===== config.mk =====
export PLATFORM = sky130hd
export DESIGN_NAME = answer_judge
export DESIGN_NICKNAME = d
export VERILOG_FILES = /design/src/rtl/answer_judge.sv
export SDC_FILE = /design/constraint.sdc
export NUM_CORES = 1
export LEC_CHECK = 0
export BUFFER_PORTS_ARGS = -buffer_cell sky130_fd_sc_hd__buf_2
export CAP_MARGIN = 20
export CELL_PAD_IN_SITES_DETAIL_PLACEMENT = 1
export CELL_PAD_IN_SITES_GLOBAL_PLACEMENT = 2
export CORE_ASPECT_RATIO = 1.5
export CORE_MARGIN = 5
export CORE_UTILIZATION = 35
export CTS_CLUSTER_SIZE = 10
export DETAILED_ROUTE_END_ITERATION = 8
export GPL_TIMING_DRIVEN = 0
export PLACE_DENSITY = 0.8
export SYNTH_ARGS = -nofsm -noshare
export SYNTH_HDL_FRONTEND = slang
export SYNTH_SLANG_ARGS = --single-unit

===== constraint.sdc =====
create_clock -name clk -period 3.2 [get_ports clk]
set_clock_uncertainty 0.05 [all_clocks]
set_input_delay 0 -clock clk [delete_from_list [all_inputs] [get_ports clk]]
set_output_delay 0 -clock clk [all_outputs]
set_load 0.005 [all_outputs]

===== src/rtl/answer_judge.sv =====
// Quiz-buzzer judge: arms on roundStart, debounces the first buzzing player's answer,
// compares it against the target sampled at round start, scores it and holds the result.
module answer_judge #(
  parameter int unsigned SETTLE_CYCLES = 16,
  parameter int unsigned HOLD_CYCLES   = 50000000
) (
  input  logic       clk,
  input  logic       reset,
  input  logic       roundStart,
  input  logic       playerInputFlag,
  input  logic [1:0] firstPlayerFlag,
  input  logic [7:0] switchInput,
  input  logic [7:0] targetValue,
  output logic       armed,
  output logic       answerValid,
  output logic       answerCorrect,
  output logic [1:0] answerPlayer,
  output logic [7:0] answerValue,
  output logic [7:0] score0,
  output logic [7:0] score1,
  output logic [7:0] score2,
  output logic [7:0] score3
);

  localparam int SW = (SETTLE_CYCLES < 2) ? 1 : $clog2(SETTLE_CYCLES + 1);
  localparam int HW = ($clog2(HOLD_CYCLES + 1) > 26) ? $clog2(HOLD_CYCLES + 1) : 26;
  localparam logic [SW-1:0] SETTLE_LAST = SW'(SETTLE_CYCLES - 1);
  localparam logic [HW-1:0] HOLD_LAST   = HW'(HOLD_CYCLES - 1);
  localparam bit            SETTLE_NOW  = (SETTLE_CYCLES <= 1);

  typedef enum logic [2:0] {
    S_IDLE   = 3'd0,
    S_ARMED  = 3'd1,
    S_SETTLE = 3'd2,
    S_JUDGE  = 3'd3,
    S_HOLD   = 3'd4
  } state_e;

  state_e          state_q, state_d;
  logic [7:0]      target_q, target_d;
  logic            arm_rel_q, arm_rel_d;
  logic [1:0]      cand_sel_q, cand_sel_d;
  logic [7:0]      cand_val_q, cand_val_d;
  logic [SW-1:0]   settle_q, settle_d;
  logic [HW-1:0]   hold_q, hold_d;
  logic            ans_correct_q, ans_correct_d;
  logic [1:0]      ans_player_q, ans_player_d;
  logic [7:0]      ans_value_q, ans_value_d;
  logic [3:0][7:0] score_q, score_d;

  logic       cand_match;
  logic       judge_ok;
  logic [7:0] cur_score;

  assign cand_match = (firstPlayerFlag == cand_sel_q) && (switchInput == cand_val_q);
  assign judge_ok   = (cand_val_q == target_q);
  assign cur_score  = score_q[cand_sel_q];

  always_comb begin
    state_d       = state_q;
    target_d      = target_q;
    arm_rel_d     = arm_rel_q;
    cand_sel_d    = cand_sel_q;
    cand_val_d    = cand_val_q;
    settle_d      = settle_q;
    hold_d        = hold_q;
    ans_correct_d = ans_correct_q;
    ans_player_d  = ans_player_q;
    ans_value_d   = ans_value_q;
    score_d       = score_q;

    case (state_q)
      S_IDLE: begin
        if (roundStart) begin
          target_d  = targetValue;
          arm_rel_d = 1'b0;
          state_d   = S_ARMED;
        end
      end

      // A button already down when the round opens must be seen released first.
      S_ARMED: begin
        if (!arm_rel_q) begin
          if (!playerInputFlag) arm_rel_d = 1'b1;
        end else if (playerInputFlag) begin
          cand_sel_d = firstPlayerFlag;
          cand_val_d = switchInput;
          settle_d   = SW'(1);
          state_d    = SETTLE_NOW ? S_JUDGE : S_SETTLE;
        end
      end

      S_SETTLE: begin
        if (!playerInputFlag) begin
          cand_sel_d = 2'd0;
          cand_val_d = 8'd0;
          settle_d   = '0;
          arm_rel_d  = 1'b1;
          state_d    = S_ARMED;
        end else if (!cand_match) begin
          cand_sel_d = firstPlayerFlag;
          cand_val_d = switchInput;
          settle_d   = SW'(1);
        end else begin
          settle_d = settle_q + SW'(1);
          if (settle_q == SETTLE_LAST) state_d = S_JUDGE;
        end
      end

      S_JUDGE: begin
        ans_player_d  = cand_sel_q;
        ans_value_d   = cand_val_q;
        ans_correct_d = judge_ok;
        if (judge_ok) begin
          if (cur_score != 8'hFF) score_d[cand_sel_q] = cur_score + 8'd1;
        end else begin
          if (cur_score != 8'h00) score_d[cand_sel_q] = cur_score - 8'd1;
        end
        settle_d = '0;
        hold_d   = '0;
        state_d  = S_HOLD;
      end

      S_HOLD: begin
        if (hold_q == HOLD_LAST) begin
          hold_d  = '0;
          state_d = S_IDLE;
        end else begin
          hold_d = hold_q + HW'(1);
        end
      end

      default: state_d = S_IDLE;
    endcase
  end

  always_ff @(posedge clk) begin
    if (!reset) begin
      state_q       <= S_IDLE;
      target_q      <= 8'd0;
      arm_rel_q     <= 1'b0;
      cand_sel_q    <= 2'd0;
      cand_val_q    <= 8'd0;
      settle_q      <= '0;
      hold_q        <= '0;
      ans_correct_q <= 1'b0;
      ans_player_q  <= 2'd0;
      ans_value_q   <= 8'd0;
      score_q       <= '0;
    end else begin
      state_q       <= state_d;
      target_q      <= target_d;
      arm_rel_q     <= arm_rel_d;
      cand_sel_q    <= cand_sel_d;
      cand_val_q    <= cand_val_d;
      settle_q      <= settle_d;
      hold_q        <= hold_d;
      ans_correct_q <= ans_correct_d;
      ans_player_q  <= ans_player_d;
      ans_value_q   <= ans_value_d;
      score_q       <= score_d;
    end
  end

  assign armed         = (state_q == S_ARMED);
  assign answerValid   = (state_q == S_HOLD);
  assign answerCorrect = ans_correct_q;
  assign answerPlayer  = ans_player_q;
  assign answerValue   = ans_value_q;
  assign score0        = score_q[0];
  assign score1        = score_q[1];
  assign score2        = score_q[2];
  assign score3        = score_q[3];

endmodule


# After elaboration in Yosys (flattened, before gate mapping)
# Cells that the tools add are included.
[classes] n_addsub=4 n_mul=0 n_div=0 magnitude_cmp=2 eq_ne=19 shifts=0 mux=39 bitwise=0 reduce_logical=15
[op_table] cell="two-way mux 32 bit" count=3
[op_table] cell="bitwise mux 32 bit" count=2
[op_table] cell="case mux 26 bit (2 select lines)" count=1
[op_table] cell="two-way mux 8 bit" count=6
[op_table] cell="adder 26 x 1 -> 26 bit (second input constant)" count=1
[op_table] cell="== test 26 bit (second input constant)" count=1
[op_table] cell="two-way mux 26 bit" count=1
[op_table] cell="two-way mux 3 bit" count=7
[op_table] cell="two-way mux 5 bit" count=4
[op_table] cell="binary-select mux 8 bit (select 2 bit)" count=1
[op_table] cell="demux 8 bit (select 2 bit)" count=1
[op_table] cell="== test 8 bit" count=2
[op_table] cell="case mux 8 bit (2 select lines)" count=1
[op_table] cell="case mux 3 bit (5 select lines)" count=1
[op_table] cell="case mux 5 bit (3 select lines)" count=1
[op_table] cell="inequality test 3 bit (second input constant)" count=3
[op_table] cell="AND reduction 3 bit" count=3
[op_table] cell="adder 8 x 1 -> 8 bit (second input constant)" count=1
[op_table] cell="two-way mux 2 bit" count=4
[op_table] cell="inequality test 8 bit (second input constant)" count=1
[op_table] cell="nonzero test 8 bit" count=1
[op_table] cell="subtractor 8 x 1 -> 8 bit (second input constant)" count=1
[op_table] cell="== test 3 x 2 -> 1 bit (second input constant)" count=2
[op_table] cell="inequality test 2 x 1 -> 1 bit (second input constant)" count=3
[op_table] cell="other kinds (18)" count=27
[word_totals] ff_bits=96 latch_bits=0 ram_bits=0 mem_bits_ro=0 out_inout_bits=45 wordCells=93 mem_count=0

# Depth between registers and ports, before layout
[depth] word_depth=7 depth_mapped=10

# Least setup slack after synthesis
# No wires, ideal clock.
[synth_path] path_kind="reg2reg" from="reg cand_sel_q[0]" to="reg score_q, in the netlist score3[3]" setup_time_ns=0.114 arrival_time_ns=2.536 required_time_ns=3.036 path_slack_ns=0.500 path_stages_with_launch=11 path_buffers=2 synth_period_minus_slack_ns=2.700 path_cell_list="dfxtp_1 -> buf_6 -> buf_6 -> mux4_2 -> inv_1 -> ha_1 -> nand4_1 -> a221o_1 -> o2111ai_2 -> nor2_2 -> a21o_1"
[synth_via] elab_chain_cells=7 word_cells_on_any_way=19 cone_classes="2 x add/sub; 2 x order compare; 2 x eq/ne; 9 x mux; 4 x reduce/logical"
[synth_rtl] element="start: declaration" line_no="42" source="logic [1:0] cand_sel_q, cand_sel_d;"
[synth_rtl] element="start signal: assignment" line_no="154" source="cand_sel_q <= cand_sel_d;"
[synth_rtl] element="branches (longest 7 deep; another with subtractor 8 x 1 -> 8 bit)"
[synth_rtl] element="end signal: assignment" line_no="161" source="score_q <= score_d;"
[synth_rtl] element="end: declaration" line_no="49" source="logic [3:0][7:0] score_q, score_d;"
# Several ways; the timed one is not identified. The select of a mux whose other input is x is not followed.
# A chain may end at the register's enable or synchronous reset.

==> parameters.txt <==
Parameter                              Value

Pwr
  Pwr dens ... 407 mW/mm^2
  Worst IR drop on VDD ... 0.219 mV
  Overall power consumption ... 0.00253 W
  Leakage dissipation ... 2.25 nW

Final layout
  Antenna cell count ... 0
  Layout Utilization ... 0.433
  Final cell count without fillers ... 903
  Area added between synthesis and finish ... 22.9%
  Number of nets in the layout ... 729
  Fraction of final layout cells sized beyond drive strength 1 ... 0.175

Yosys
  Async set or reset register ratio after synthesis ... 0
  Post-synthesis instance total ... 603
  Proportion of netlist area held by the largest area contributor ... 0.379
  Most frequent cells after synthesis ... dfxtp_1 (96), nand2_1 (93), a21oi_1 (73), clkbuf_1 (31), o21ai_0 (30)
  Register area share after synthesis ... 0.379
  Leading post-synthesis cells by cell area ... dfxtp_1 (38%), a21oi_1 (7.2%), nand2_1 (6.9%)
  Synth Area per Inst ... 8.40 um^2
  Post-synth design cell area ... 0.00507 mm^2
  Number of nets produced by synthesis ... 630
  Number of flops mapped to enable cells by yosys ... 0
  Total of warnings raised by yosys ... 0
  Netlist cell types ... 65
  Most instantiated library cell after synthesis ... dfxtp_1
  Top cell type by total area after synthesis ... dfxtp_1
  Top flip-flop cell by instance count after synthesis ... dfxtp_1
  Post-synthesis register bit count ... 96

Worst setup path
  CP max FO ... 16
  Worst-path cell chain ... buf_12 > mux4_2 > inv_1 > ha_1 > nand4_1 > a221o_2 > buf_4 > o21ai_4 > nor2_1 > a211oi_1
  Setup crit start kind ... flip-flop
  Worst path slowest cell ... mux4_2
  Slowest stage delay, CP ... 0.61 ns
  Crit path buffers/inverters ... 3
  Required arrival time at the worst endpoint ... 3.41 ns
  Worst Setup End Kind ... flip-flop
  CP Class ... flip-flop to flip-flop
  Cell family with most CP delay ... compound AO/OA/AOI/OAI gates
  Data arrival time of the critical path ... 3.30 ns

Timing
  Worst hold slack ... 0.0381 ns
  Worst slew slack as a fraction of its limit ... 0.303
  Peak Freq ... 323 MHz
  Share of the cycle needed by the critical path after routing ... 0.967
  Slew Viols, Final ... 0
  Number of hold violations in the final report ... 0
  Setup repair after global routing missed its margin ... false
  Actual transition at the worst max-transition pin ... 1.04 ns
  Final-layout setup total negative slack ... 0 ns
  Endpoints failing setup ... 0
  Period minus WS final ... 3.10 ns

Clock tree
  Number of levels the H-tree was split into ... 3
  Clock tree from TritonCTS ... yes
  Total CTS buffers ... 9
  Number of clock sinks ... 96
  Root cell of the clock tree ... clkbuf_16
  CTS clock-pin slew for the worst setup and hold paths ... 0.07 ns
  Number of buffers on the longest clock path ... 2
  Worst-skew pair later-pin latency ... 0.35 ns

Placed design
  HPWL Detailed ... 13600 um
  Post-placement cell count ... 864
  Global placer's final weighted congestion ... 0.862
  Port Buffer Count ... 65

Die
  Vert. Die Dim ... 157 um
  Width of the die ... 108 um
  FP Rows ... 54
  Floorplan die area ... 0.0170 mm^2
  Std-Cell Core Area ... 0.0144 mm^2
  I/O pin count ... 67
  Initial standard-cell utilization of the core ... 0.352

GRT
  Global-route wire length before repair ... 28500 um
  Maximum number of pins on one net before global-route repair ... 17
  Overflow left after global routing ... 0
  Antenna violations before repair ... 0
  Via count of the first global-routing pass ... 5318
  GRT Util Overall ... 0.216

Route
  Wirelength, routed ... 17800 um
  Detail-routed via count per cell ... 5.62
  Count of routing violations after the opening detailed-route iteration ... 179
  First-pass iteration count of the detailed router ... 4
  DRC violations left ... 0
  DR WL/cell ... 19.7 um
  Count of vias placed by the detailed router ... 5078
  Count of antenna-violating nets left after detailed routing ... 0

Hold path
  Worst hold path class ... input port to flip-flop

Job
  Number of max-capacitance violations reported ... 0

Run status
  Outcome ... complete, no violations
==> final timing paths <==
| check | startpoint | to | slack (ns) | cells after the start |
|---|---|---|---|---|
| hold / removal | roundStart | arm_rel_q$_SDFFE_PN0P_ | 0.04 | 4 |
| setup reg to reg | cand_sel_q[0]$_SDFFE_PN0P_ | flip-flop | 0.10 | 10 |
| setup / recovery | cand_sel_q[0]$_SDFFE_PN0P_ | flip-flop | 0.10 | 10 |
| hold reg to reg | answerPlayer[0]$_SDFFE_PN0P_ | answerPlayer[0]$_SDFFE_PN0P_ | 0.41 | 2 |
==> kinds of logic after synthesis <==
family,share of synthesized area
and+or+nand+nor,0.225
adders and majority gates,0.0123
xor gates and xnor gates,0.0346
DFF,0.379
AOI/OAI and AO/OA,0.231
muxes,0.0751
buffers and inverters,0.0425
==> layout by cell type, fill, tap and decap left out, types with 10 or more instances in the layout <==
master,Yosys,layout
nand2_1,93,93
o21ai_0,30,30
nor2_1,20,20
dlygate4sd3_1,0,18
buf_2,4,68
inv_1,11,11
nand4_1,23,23
nor3_1,11,11
dfxtp_1,96,96
xnor2_1,17,17
nand3_1,16,16
and3_1,10,10
clkbuf_1,31,30
a21oi_1,73,73
mux2i_1,20,20
==> layer usage <==
metal / global-route usage / share of wire / vias up
li1: - / - / 2435
met1: 0.221 / 0.38 / 2491
met2: 0.419 / 0.55 / 114
met3: 0.0259 / 0.029 / 38
met4: 0.113 / 0.039 / 0
met5: 0 / 0 / -
==> worst min-delay path: stages <==
cell and delay (ns):
buf_2 0.13, nand2b_1 0.07, a211oi_1 0.07, nor3_1 0.12
==> power by group <==
part	switching [W]	leakage [nW]	internal (W)	total, W
Combinational	0.000168	1.34	0.0000949	0.000263
Clock	0.000502	0.140	0.000557	0.00106
Sequential	0.00000795	0.775	0.00120	0.00121
==> registers in the layout (all words and copies together) (netlist names), named ones only <==
name / flops
score2: 7
answerValue: 8
answerCorrect: 1
cand_sel_q: 2
state_q: 3
settle_q: 5
cand_val_q: 8
score0: 7
target_q: 8
answerPlayer: 2
hold_q: 26
arm_rel_q: 1
score1: 7
score3: 7
==> metrics by stage <==
step           cell area (um^2)  setup slack (ns)
2_1_floorplan              5070             0.500
3_3_place_gp               5640            -0.108
3_5_place_dp               5640            -0.177
4_1_cts                    6240            0.0121
5_1_grt                    6230            0.0185
6_report                   6230             0.105
==> area by class of cell <==
class | count | area, um^2
clock inverter | 5 | 40.0
inverter | 13 | 48.8
sequential | 96 | 1920
fill | 1748 | 8160
multi-input combinational | 456 | 3000
timing repair buffer | 90 | 571
tap | 196 | 245
clock buffer | 11 | 243
buffer | 36 | 161
==> repair_timing <==
action	in CTS	in global routing
pin swaps	4	2
setup buffers	7	0
hold endpoints to repair	18	0
setup endpoints to repair	30	26
hold buffers	18	0
gates resized for setup	9	4
No activity file was read; power rests on OpenSTA's default activity.
